<file path="config.mk">
export PLATFORM = sky130hd
export DESIGN_NAME = seq_rep_chan
export DESIGN_NICKNAME = d
export VERILOG_FILES = /design/src/rtl/seq_chk_pkg.sv /design/src/rtl/seq_rep_chan.sv
export SDC_FILE = /design/constraint.sdc
export NUM_CORES = 1
export LEC_CHECK = 0
export ABC_AREA = 1
export CORE_ASPECT_RATIO = 0.9
export CORE_MARGIN = 8
export CORE_UTILIZATION = 25
export CTS_CLUSTER_DIAMETER = 40
export DETAILED_ROUTE_END_ITERATION = 12
export PLACE_DENSITY_LB_ADDON = 0.25
export SETUP_SLACK_MARGIN = 0.3
export SKIP_LAST_GASP = 1
export SLEW_MARGIN = 5
export SYNTH_ARGS = -nofsm -noshare
export SYNTH_HDL_FRONTEND = slang
export SYNTH_SLANG_ARGS = --single-unit
</file>
<file path="constraint.sdc">
create_clock -name clk -period 2.4 [get_ports clk]
set_clock_uncertainty 0.15 [all_clocks]
set_input_delay 0.48 -clock clk [delete_from_list [all_inputs] [get_ports clk]]
set_output_delay 0.48 -clock clk [all_outputs]
set_load 0.005 [all_outputs]
</file>
<file path="src/rtl/seq_chk_pkg.sv">
// Shared definitions for the sequence-repetition checker: per-channel FSM states,
// mode encoding and the saturating counter increment.
package seq_chk_pkg;

    typedef enum logic [1:0] {
        ST_IDLE,
        ST_ANT,
        ST_GAP,
        ST_CON
    } chk_state_e;

    localparam logic MODE_IMPL   = 1'b0;
    localparam logic MODE_FOLLOW = 1'b1;

    // Phase counter width: covers ANT_LEN-1, CON_LEN-1 and GAP-2 at their maxima.
    localparam int PH_W = 4;

    function automatic logic [31:0] sat_inc(input logic [31:0] val, input int unsigned width);
        logic [31:0] top;
        top = (width >= 32) ? '1 : ((32'd1 << width) - 32'd1);
        return (val >= top) ? val : val + 32'd1;
    endfunction

endpackage

</file>
<file path="src/rtl/seq_rep_chan.sv">
// One checker channel: antecedent/gap/consequent FSM, registered verdict pulses and
// saturating verdict counters. SEQ_REP_CHECKER_VAC_CNT_EN adds the vacuous counter.
module seq_rep_chan
    import seq_chk_pkg::*;
#(
    parameter int ANT_LEN = 2,
    parameter int CON_LEN = 2,
    parameter int GAP     = 1,
    parameter int CNT_W   = 8
) (
    input  logic             clk,
    input  logic             rst,
    input  logic             en,
    input  logic             mode,
    input  logic             clr,
    input  logic             trig,
    input  logic             resp,
    output logic             pass_o,
    output logic             fail_o,
    output logic             vac_o,
    output logic [CNT_W-1:0] pass_cnt,
    output logic [CNT_W-1:0] fail_cnt
`ifdef SEQ_REP_CHECKER_VAC_CNT_EN
    ,
    output logic [CNT_W-1:0] vac_cnt
`endif
);

    chk_state_e      state, state_n;
    logic [PH_W-1:0] ph, ph_n;
    logic            mode_q, mode_n;
    logic            pass_d, fail_d, vac_d;
    logic            ant_done;

    // NOTE: every output of this block gets a default first, so no path leaves one unassigned (no latches).
    always_comb begin
        state_n  = state;
        ph_n     = ph;
        mode_n   = mode_q;
        pass_d   = 1'b0;
        fail_d   = 1'b0;
        vac_d    = 1'b0;
        ant_done = 1'b0;

        if (!en) begin
            state_n = ST_IDLE;
            ph_n    = '0;
        end else begin
            unique case (state)
                ST_IDLE: begin
                    if (trig) begin
                        mode_n = mode;
                        ph_n   = PH_W'(1);
                        if (ANT_LEN == 1) ant_done = 1'b1;
                        else              state_n  = ST_ANT;
                    end
                end
                ST_ANT: begin
                    if (!trig) begin
                        state_n = ST_IDLE;
                        ph_n    = '0;
                        if (mode_q == MODE_FOLLOW) fail_d = 1'b1;
                        else                       vac_d  = 1'b1;
                    end else if (ph == PH_W'(ANT_LEN - 1)) begin
                        ant_done = 1'b1;
                    end else begin
                        ph_n = ph + 1'b1;
                    end
                end
                // GAP state spans GAP-1 ignored samples; the next sample is consequent cycle 1.
                ST_GAP: begin
                    if (ph == PH_W'(GAP - 2)) begin
                        state_n = ST_CON;
                        ph_n    = '0;
                    end else begin
                        ph_n = ph + 1'b1;
                    end
                end
                ST_CON: begin
                    if (!resp) begin
                        fail_d  = 1'b1;
                        state_n = ST_IDLE;
                        ph_n    = '0;
                    end else if (ph == PH_W'(CON_LEN - 1)) begin
                        pass_d  = 1'b1;
                        state_n = ST_IDLE;
                        ph_n    = '0;
                    end else begin
                        ph_n = ph + 1'b1;
                    end
                end
                default: begin
                    state_n = ST_IDLE;
                    ph_n    = '0;
                end
            endcase

            // Last antecedent sample: with no gap it is also consequent cycle 1.
            if (ant_done) begin
                ph_n = '0;
                if (GAP == 0) begin
                    if (!resp) begin
                        fail_d  = 1'b1;
                        state_n = ST_IDLE;
                    end else if (CON_LEN == 1) begin
                        pass_d  = 1'b1;
                        state_n = ST_IDLE;
                    end else begin
                        state_n = ST_CON;
                        ph_n    = PH_W'(1);
                    end
                end else if (GAP == 1) begin
                    state_n = ST_CON;
                end else begin
                    state_n = ST_GAP;
                end
            end
        end
    end

    // NOTE: registered state uses non-blocking assignments so all flops update together at the edge.
    always_ff @(posedge clk or negedge rst) begin
        if (!rst) begin
            state  <= ST_IDLE;
            ph     <= '0;
            mode_q <= MODE_IMPL;
            pass_o <= 1'b0;
            fail_o <= 1'b0;
            vac_o  <= 1'b0;
        end else begin
            state  <= state_n;
            ph     <= ph_n;
            mode_q <= mode_n;
            pass_o <= pass_d;
            fail_o <= fail_d;
            vac_o  <= vac_d;
        end
    end

    always_ff @(posedge clk or negedge rst) begin
        if (!rst) begin
            pass_cnt <= '0;
            fail_cnt <= '0;
        end else if (clr) begin
            pass_cnt <= '0;
            fail_cnt <= '0;
        end else begin
            if (pass_d) pass_cnt <= CNT_W'(sat_inc(32'(pass_cnt), CNT_W));
            if (fail_d) fail_cnt <= CNT_W'(sat_inc(32'(fail_cnt), CNT_W));
        end
    end

`ifdef SEQ_REP_CHECKER_VAC_CNT_EN
    always_ff @(posedge clk or negedge rst) begin
        if (!rst)        vac_cnt <= '0;
        else if (clr)    vac_cnt <= '0;
        else if (vac_d)  vac_cnt <= CNT_W'(sat_inc(32'(vac_cnt), CNT_W));
    end
`endif

endmodule

</file>
==> results.py <==
metrics = {
    "timing": {
        "finalHoldViolations": 0,
        "fmax_mhz": 528,
        "tns_ns": 0,
        "finalCritPeriodShare_pct": 78.9,
        "slew-limit-headroom_pct": 77.0,
        "setup_viol": 0,
        "hold_slack_ns": 0.296,
        "rsz0062_at_grt": "false",
        "slew_violations": 0,
        "min_period_ns": 1.89,
        "worstMarginPinSlew_ns": 0.345,
        "worst_slack_ns": 0.505,
    },
    "placed_design": {
        "port_buffers": 25,
        "gp_congestion": 0.814,
        "place_area_um2": 2030,
        "dpl.cell_count": 339,
        "pre_cts_slack_ns": 0.472,
        "dpl.hpwl_mm": 2.82,
    },
    "final_layout": {
        "syn_to_final_growth_pct": 25.9,
        "fillCellCount": 717,
        "nets": 265,
        "drive_above_1_share_pct": 9.88,
        "n_antenna_cell": 0,
        "final_cells": 343,
        "final_cell_area_um2": 2090,
        "fin_util_pct": 32.1,
    },
    "die": {
        "start_util_pct": 25.5,
        "die_h_um": 93.3,
        "io_pins": 26,
        "die-area_um2": 9500,
        "rows": 28,
        "core_area_um2": 6520,
        "die_w_um": 102,
    },
    "pwr": {
        "p_seq_share_pct": 46.7,
        "power_density_nw_per_um2": 537,
        "power_frac_comb_pct": 27.9,
        "clkPwrFrac_pct": 25.4,
        "p_int_uw": 741,
        "power.total_mw": 1.12,
        "p_leak_nw": 1.02,
        "swShare_pct": 34.0,
        "p_sw_uw": 381,
        "irDropWorstVdd_mv": 0.323,
    },
    "synth": {
        "syn_area_um2": 1660,
        "synth.most_common_cell": "nand2_1",
        "avgSynthCellArea_um2": 7.44,
        "synth_flop_cell": "dfrtp_1",
        "yosysTopAreaCell": "dfrtp_1",
        "ys_warn_count": 0,
        "ys_types": 28,
        "yosys-top-cells-area": "dfrtp_1, nand2_1, nand3_1, nor2_1, inv_1",
        "yosysTopAreaCellShare_pct": 39.2,
        "netlist_instances": 223,
        "yosys-top-cells-count": "nand2_1, nand3_1, dfrtp_1",
        "synth-edff-count": 0,
        "async_flop_share_pct": 100,
        "syn_nets": 234,
        "ys_ff_latch": 26,
        "ys_seq_area_share_pct": 39.2,
    },
    "detailed_routing": {
        "antenna_left": 0,
        "viasPerCell": 4.21,
        "routed_wl_mm": 3.75,
        "vias": 1443,
        "dr.pass1.iters": 4,
        "drc": 0,
        "drt_iter0_drc": 52,
        "wl_per_cell_um": 10.9,
    },
    "global_routing": {
        "grt_max_degree": 27,
        "grt-ovfl-total": 0,
        "grt_usage_pct": 8.39,
        "grt_pass1_vias": 1417,
        "grt_pass1_wl_mm": 6.54,
        "antenna_found_initial": 0,
    },
    "critical_path": {
        "path_max_fanout": 6,
        "critical_path_arrival_ns": 1.26,
        "rr_startpoint": "fail_cnt[0]",
        "end_kind": "output pin",
        "cp_num_cells": 1,
        "rrSetupSlack_ns": 0.82,
        "crit_chain": "clkdlybuf4s50_1",
        "reg2regPathDepth": 8,
        "worstPathRequired_ns": 1.77,
        "max_stage_delay_ns": 0.55,
        "r2r_end": "fail_cnt[0]",
        "crit_type": "register to output pin",
        "path_delay_family": "buffers and inverters",
        "worst-path-buf-inv": 1,
        "crit_start": "pass_cnt[2]",
        "cp-start-kind": "register",
        "cpMaxStageDelayCell": "clkdlybuf4s50_1",
        "crit_end": "pass_cnt[2]",
    },
    "worst_hold_path": {
        "hp-class": "register to register",
        "min_from": "mode_q",
    },
    "cts": {
        "cts_buffer_depth": 2,
        "cts-root-buf": "clkbuf_8",
        "cts_tree": "done",
        "cts_setup_buffers": 0,
        "htree_levels": 1,
        "cts_hold_buf": 0,
        "cts_sinks": 26,
        "path_clk_slew_ns": 0.09,
        "post_cts_resized": 0,
        "cts_made_buffers": 3,
        "clk-insertion-delay-late_ns": 0.27,
    },
    "run_status": {
        "status": "finished, final reports clean",
    },
    "run": {
        "cap_violations": 0,
    },
}
per-layer routing:
| layer | GRT usage [%] | part of all wire, % | vias to the layer above |
|---|---|---|---|
| met2 | 13.7 | 46 | 15 |
| met4 | 1.83 | 0.91 | 0 |
| met5 | 0 | 0 | - |
| met1 | 11.0 | 49 | 655 |
| li1 | - | - | 771 |
| met3 | 1.93 | 3.9 | 2 |
worst reg2reg max path, delay by kind of cell, from the launching register on:
kind	cells	cell delay [ns]
adders and majority gates	1	0.22
DFF	1	0.43
and+or+nand+nor	7	0.68
sequential cells by signal, indices dropped and copies added, names as in the netlist:
| name | count |
|---|---|
| ph | 4 |
| fail_cnt | 8 |
| pass_cnt | 8 |
| pass_o | 1 |
| fail_o | 1 |
| vac_o | 1 |
| mode_q | 1 |
| state | 2 |
power groups by stage:
| stage | logic (mW) | registers (mW) | clock network, mW |
|---|---|---|---|
| 6_report | 0.313 | 0.524 | 0.285 |
| 5_1_grt | 0.359 | 0.533 | 0.316 |
| 4_1_cts | 0.317 | 0.525 | 0.300 |
| 3_5_place_dp | 0.316 | 0.534 | 0 |
| 3_3_place_gp | 0.318 | 0.534 | 0 |
| 2_1_floorplan | 0.226 | 0.523 | 0 |
kinds of logic after synthesis:
logic type                 count (synthesis)  share of synthesized area [%]
buffers and inverters                     25                           6.26
xor gates and xnor gates                   9                           4.75
adders and majority gates                  4                           3.02
and+or+nand+nor                          151                           44.0
AOI/OAI and AO/OA                          8                           2.79
DFF                                       26                           39.2
how the worst min path moves through the flow:
| stage | to | cells after the start |
|---|---|---|
| after floorplan | fail_cnt[0] | 0 |
| after global placement | vac_o | 1 |
| after detailed placement | vac_o | 1 |
| after CTS | vac_o | 1 |
| after global routing | vac_o | 1 |
| final | vac_o | 1 |
cell type report:
| type | instances | area, µm² | share of cell area, % |
|---|---|---|---|
| Clock buffer | 4 | 55.1 | 2.63 |
| Inverter | 21 | 78.8 | 3.77 |
| Multi-Input combinational cell | 172 | 905 | 43.3 |
| Sequential cell | 26 | 651 | 31.1 |
| Tap cell | 90 | 113 | 5.39 |
| Timing Repair Buffer | 30 | 288 | 13.8 |
layout by cell type, fill, tap and decap left out, types with 2 or more instances in the layout:
master	count
nand2_1	66
nand3_1	38
dfrtp_1	26
clkdlybuf4s50_1	25
nor2_1	24
inv_1	20
xor2_1	8
nand3b_1	5
buf_4	5
o21ai_0	4
ha_1	4
clkbuf_8	4
nor2_2	3
nand2_2	3
nor2_4	2
a21oi_1	2
nor3_1	2
nand2_4	2
Note: power is estimated with default switching activity, not from simulation.
